`src/rtl/lc3b_types.sv`:
```
// Shared LC-3b datapath types: word width and pipeline stall controller states.
package lc3b_types;

  typedef logic [15:0] lc3b_word;

  typedef enum logic {
    RUN      = 1'b0,
    MEM_WAIT = 1'b1
  } pipe_ctrl_state_t;

  localparam lc3b_word SAT_MAX = 16'hFFFF;

endpackage

```
`src/rtl/sat_counter16.sv`:
```
// 16-bit up-counter that sticks at all-ones instead of wrapping.
module sat_counter16
  import lc3b_types::*;
(
  input  logic     clk,
  input  logic     rst_n,
  input  logic     inc,
  output lc3b_word count
);

  always_ff @(posedge clk or negedge rst_n) begin
    if (!rst_n) begin
      count <= '0;
    end else if (inc && (count != SAT_MAX)) begin
      count <= count + 16'd1;
    end
  end

endmodule

```
`src/rtl/pipeline_stall_ctrl.sv`:
```
// Pipeline register enable / bubble / flush control for the LC-3b 5-stage pipe.
// Optional performance counters are built only with PIPE_PERF_CNT_EN defined.
//
// state    | meaning
// RUN      | normal issue; load-use bubbles and branch flushes applied directly
// MEM_WAIT | pipeline frozen on a cache miss; taken branch remembered in flush_pend
module pipeline_stall_ctrl
  import lc3b_types::*;
(
  input  logic     clk,
  input  logic     rst_n,
  input  logic     load_use_hazard,
  input  logic     icache_read,
  input  logic     icache_resp,
  input  logic     dcache_req,
  input  logic     dcache_resp,
  input  logic     br_taken,
  output logic     pc_load,
  output logic     if_id_load,
  output logic     id_ex_load,
  output logic     ex_mem_load,
  output logic     mem_wb_load,
  output logic     id_ex_bubble,
  output logic     flush,
  output lc3b_word stall_cycles,
  output lc3b_word flush_count
);

  pipe_ctrl_state_t state;
  logic             flush_pend;
  logic             mem_stall;
  logic             flush_cond;
  logic             lu_stall;

  assign mem_stall  = (icache_read & ~icache_resp) | (dcache_req & ~dcache_resp);
  assign flush_cond = br_taken | flush_pend;
  // A hazard seen during a stall is not remembered; it is simply re-seen on release.
  assign lu_stall   = rst_n & ~mem_stall & ~flush_cond & load_use_hazard;

  always_ff @(posedge clk or negedge rst_n) begin
    if (!rst_n) begin
      state      <= RUN;
      flush_pend <= 1'b0;
    end else begin
      case (state)
        RUN: begin
          if (mem_stall) begin
            state      <= MEM_WAIT;
            flush_pend <= br_taken;
          end else begin
            flush_pend <= 1'b0;
          end
        end
        MEM_WAIT: begin
          if (mem_stall) begin
            flush_pend <= flush_pend | br_taken;
          end else begin
            state      <= RUN;
            flush_pend <= 1'b0;
          end
        end
        default: begin
          state      <= RUN;
          flush_pend <= 1'b0;
        end
      endcase
    end
  end

  always_comb begin
    pc_load      = 1'b0;
    if_id_load   = 1'b0;
    id_ex_load   = 1'b0;
    ex_mem_load  = 1'b0;
    mem_wb_load  = 1'b0;
    id_ex_bubble = 1'b0;
    flush        = 1'b0;
    if (rst_n && !mem_stall) begin
      id_ex_load  = 1'b1;
      ex_mem_load = 1'b1;
      mem_wb_load = 1'b1;
      if (flush_cond) begin
        pc_load    = 1'b1;
        if_id_load = 1'b1;
        flush      = 1'b1;
      end else if (lu_stall) begin
        id_ex_bubble = 1'b1;
      end else begin
        pc_load    = 1'b1;
        if_id_load = 1'b1;
      end
    end
  end

`ifdef PIPE_PERF_CNT_EN
  logic stall_inc;

  assign stall_inc = mem_stall | lu_stall;

  sat_counter16 u_stall_cnt (
    .clk   (clk),
    .rst_n (rst_n),
    .inc   (stall_inc),
    .count (stall_cycles)
  );

  sat_counter16 u_flush_cnt (
    .clk   (clk),
    .rst_n (rst_n),
    .inc   (flush),
    .count (flush_count)
  );
`else
  assign stall_cycles = '0;
  assign flush_count  = '0;
`endif

endmodule

```
`config.mk`:
```
export PLATFORM = sky130hd
export DESIGN_NAME = pipeline_stall_ctrl
export DESIGN_NICKNAME = d
export VERILOG_FILES = /design/src/rtl/lc3b_types.sv /design/src/rtl/sat_counter16.sv /design/src/rtl/pipeline_stall_ctrl.sv
export SDC_FILE = /design/constraint.sdc
export NUM_CORES = 1
export LEC_CHECK = 0
export CAP_MARGIN = 20
export CELL_PAD_IN_SITES_DETAIL_PLACEMENT = 1
export CELL_PAD_IN_SITES_GLOBAL_PLACEMENT = 1
export CORE_MARGIN = 5
export CORE_UTILIZATION = 16
export CTS_BUF_LIST = sky130_fd_sc_hd__clkbuf_4 sky130_fd_sc_hd__clkbuf_8 sky130_fd_sc_hd__clkbuf_16
export CTS_CLUSTER_SIZE = 40
export DETAILED_ROUTE_END_ITERATION = 7
export PLACE_DENSITY_LB_ADDON = 0.12
export SLEW_MARGIN = 10
export SYNTH_ARGS = -nofsm -noshare
export SYNTH_HDL_FRONTEND = slang
export SYNTH_SLANG_ARGS = --single-unit
```
`constraint.sdc`:
```
create_clock -name clk -period 1.47 [get_ports clk]
set_input_delay 0.294 -clock clk [delete_from_list [all_inputs] [get_ports clk]]
set_output_delay 0.294 -clock clk [all_outputs]
set_load 0.05 [all_outputs]
```
# After elaboration in Yosys (flattened, before gate mapping)
# Cells that the tools add are included.
op_classes:
  bitwise: 12
  n_reduce_logical: 2
  n_mux: 13
op_table:
  columns: ["op", "count"]
  rows:
  - ["1-bit two-way mux", 12]
  - ["1-bit bitwise AND", 5]
  - ["1-bit NOT", 5]
  - ["1-bit OR", 2]
  - ["1-bit case mux with 2 select lines", 1]
  - ["1-bit logical AND", 1]
  - ["1-bit zero test", 1]
word_totals:
  register_bits: 2
  output_inout_bits: 39
  input_bits: 8

# Logic depth before layout (Yosys ltp)
logic_depth:
  word_depth: 10
  depth_mapped: 3

# Worst setup path after synthesis
# Ideal clock, no wire load.
synth_path:
  path_type: "register -> output"
  start: "register flush_pend"
  end: "output port pc_load"
  stages_incl_launch_ff: 4
  slack_ps: -1334
  arrival_time_ps: 2510
  path_buffers: 1
  path_cell_list: "dfrtp_1 or3b_1 nor4bb_1 buf_4"
synth_between:
  elab_chain_len: 7
synth_rtl:
  columns: ["item", "line_no", "rtl"]
  rows:
  - ["start, declared", "pipeline_stall_ctrl.sv:30", "logic flush_pend;"]
  - ["start signal, assigned", "pipeline_stall_ctrl.sv:49", "flush_pend <= br_taken;"]
  - ["start signal, assigned", "pipeline_stall_ctrl.sv:56", "flush_pend <= flush_pend | br_taken;"]
  - ["1-bit OR (*)", "pipeline_stall_ctrl.sv:36", "assign flush_cond = br_taken | flush_pend;"]
  - ["1-bit NOT", "pipeline_stall_ctrl.sv:38", "assign lu_stall = rst_n & ~mem_stall & ~flush_cond & load_use_hazard;"]
  - ["1-bit bitwise AND (2 in a row)", "pipeline_stall_ctrl.sv:38", null]
  - ["1-bit two-way mux", null, null]
  - ["1-bit two-way mux (*) (2 in a row)", null, null]
  - ["end, declared", "pipeline_stall_ctrl.sv:18", "output logic pc_load,"]
# Every way passes the cells marked *; elsewhere a longest branch is shown, timed or not.

# Worst setup path after layout
layout_path:
  start: "register flush_pend"
  end: "output port id_ex_bubble"
layout_between:
  elab_chain_len: 7
layout_rtl:
  columns: ["item", "line_no", "rtl"]
  rows:
  - ["1-bit OR (*)", "pipeline_stall_ctrl.sv:36", null]
  - ["1-bit NOT", "pipeline_stall_ctrl.sv:38", null]
  - ["1-bit bitwise AND (2 in a row)", "pipeline_stall_ctrl.sv:38", null]
  - ["1-bit two-way mux", "pipeline_stall_ctrl.sv:86", "end else if (lu_stall) begin"]
  - ["1-bit two-way mux (*)", "pipeline_stall_ctrl.sv:82", "if (flush_cond) begin"]
  - ["1-bit two-way mux (*)", "pipeline_stall_ctrl.sv:78", "if (rst_n && !mem_stall) begin"]
  - ["end, declared", "pipeline_stall_ctrl.sv:23", "output logic id_ex_bubble,"]
# Marks and branches as above.

==> metrics <==
CTS clock-pin slew for the worst setup and hold paths=0.03 ns; Pre-Repair DR Iteration Count=2; WL per Instance=9.886 um; Worst Setup End Kind=output pin; top_reg_cell synth=dfrtp_1; share of layout cells above drive strength 1=49.33%; vias in the first global route=297; outcome=finished, violations left; global-route wire length before repair=1.317 mm; clock power share=22.5%; fin crit period=1.767 ns; PnR Total Power=0.0005692 W; hold buffer count at CTS=0; Antenna Nets Post-Route=0; total track usage=5.399%; Initial Util=16.46%; final hold violations=0; crit path kind=flip-flop to output pin; Yosys top cell by area=buf_4; Avg Inst Size Synth=8.248 um^2; internal power=0.0002597 W; most common library cells after synthesis=buf_4 (35), dfrtp_1 (2), nor2b_1 (2); fin worst setup slack=-0.2970 ns; Final Wtd Congestion=0.5666; CP bufs+invs=1; die boundary height=60.26 um; Inserted Clock Buffers=3; Max Slew Vio Count=0; CTS tree=yes; Seq/Total Area, Yosys=12.38%; RR Endpoint=flush_pend$_DFF_PN0_; FF-to-FF Start=flush_pend$_DFF_PN0_; Final nets=85; Yosys reg bits=2; Post-Syn Area=404.1 um^2; Pleak=0.3665 nW; Post-synth EDFFs=0; cell count after synthesis=49; synth top area cells=buf_4 (65%), dfrtp_1 (12%), nor4b_2 (3.7%); I/O pin cnt=47; hold crit path type=input port to async pin; drt total wl=1.038 mm; final setup vio count=4; clk_lat worst skew=0.23 ns; sw frac=54.37%; Crit path max-delay family=simple AND/OR/NAND/NOR gates; die area=3631 um^2; sequential power share=10.8%; worst-path cell chain=or3b_4, nor4b_4, buf_12; peak supply drop=0.0003401 V; Period Utilization, post-route=120.2%; total of warnings raised by yosys=0; count leader, synth=buf_4; Psw=0.0003095 W; PwrDens=815.3 nW/um^2; Unique masters post-synth=13; H-Tree Depth=1; total clock sinks=2; port bufs=14; First DRT Iteration DRCs=2; Core Area=2455 um^2; pin count of the biggest net entering global routing=6; Setup TNS=-0.8518 ns; antenna violations before repair=0; Slowest-stage cell, CP=or3b_4; top-area cell type share of the netlist area=65.02%; Detail Placement HPWL=808 um; combinational power share=66.7%; DR vias=306; arrival time worst endpoint=1.47 ns; clk_skew=0.003255 ns; maxcap violations=0; clock buffer depth=2; Post-synth ARST share=100.0%; dpl ws=-0.4930 ns; Die W=60.26 um; DR DRC count=0; unrepaired setup endpoints after global routing=true; biggest cell delay along the critical path=0.42 ns; vias per cell=2.914; Antenna diodes=0; Layout area overhead=72.76%; CP Data Required Time=1.18 ns; row count=18; CP Launch Type=flip-flop; reg2reg path depth=5; fmax=0.5659 GHz; WHS=0.2416 ns; total gr overflow=0; failing checks=negative setup slack; root buf cell=clkbuf_4; crit path max fanout=2; flop-to-flop setup slack=0.33 ns
[power by group through the flow]
stage               clock (W)  sequential [W]  combinational [W]
finish               0.000128       0.0000614           0.000380
global route         0.000146       0.0000613           0.000394
CTS                  0.000142       0.0000611           0.000372
detailed placement          0       0.0000617           0.000361
global placement            0       0.0000617           0.000360
floorplan                   0       0.0000616           0.000341
[through the flow]
stage	cell area (um^2)	cells	util [%]
after floorplan	596.8	80	-
after global placement	623.1	96	25.38
after detailed placement	623.1	96	25.38
after CTS	683.2	103	27.83
after global routing	698.2	105	28.44
final	698.2	105	28.44
[area by class of cell]
cell class	count	area [um^2]
repair buffers	27	305.3
flip-flops and latches	2	50.05
multi-input cells	43	282.8
fillers	297	1757
clock buffers	3	22.52
well taps	30	37.54
[sequential cells by signal, summed over array words and instances (netlist names)]
signal / flops
state: 1
flush_pend: 1
[per-layer routing]
layer,GRT usage (%),vias up,routed length (um)
li1,-,141,-
met2,7.716,28,487
met1,5.838,135,359
met3,1.944,2,165
met4,5.696,0,26
met5,0,-,0
[worst max path at each step]
| stage | cells past startpoint | end | startpoint |
|---|---|---|---|
| 2_1_floorplan | 3 | pc_load | flush_pend$_DFF_PN0_ |
| 3_3_place_gp | 5 | pc_load | load_use_hazard |
| 3_5_place_dp | 5 | pc_load | load_use_hazard |
| 4_1_cts | 3 | id_ex_bubble | flush_pend$_DFF_PN0_ |
| 5_1_grt | 3 | id_ex_bubble | flush_pend$_DFF_PN0_ |
| 6_report | 3 | id_ex_bubble | flush_pend$_DFF_PN0_ |
[placed cells by master (no fill, tap or decap)]
cell             netlist  final
buf_4                 35      9
o21ba_2                1      1
a21oi_1                1      1
buf_6                  0      4
clkbuf_4               0      3
buf_12                 0      7
dfrtp_1                2      2
nor3b_4                0      1
buf_2                  0      1
dlygate4sd2_1          0      3
conb_1                 1     32
clkdlybuf4s15_2        0      1
nor4bb_4               0      1
or2_2                  1      1
nor4b_4                0      2
nor2b_4                0      2
nor2_4                 0      1
clkbuf_2               0      2
or3b_4                 0      1
[worst reg2reg max path, stage by stage, from the launching register on]
cell and delay, ns:
dfrtp_1 0.37, buf_4 0.13, buf_4 0.12, buf_6 0.11, a21oi_1 0.12, o21ba_2 0.17
[cells by family (layout without fill, tap and decap cells)]
| group | count (synthesis) | after routing | share of synthesized area [%] |
|---|---|---|---|
| buffers and inverters | 35 | 30 | 65.01 |
| AOI/OAI and AO/OA | 2 | 2 | 3.714 |
| and+or+nand+nor | 9 | 9 | 17.96 |
| other | 1 | 32 | 0.9279 |
| DFF | 2 | 2 | 12.38 |
[repair_timing]
item	in CTS	in global routing
endpoints found under the setup margin	7	7
pin swaps	5	4
buffers inserted	5	3
resized for setup	17	5
gates cloned	0	0
Power figures use the tool's default switching activity.
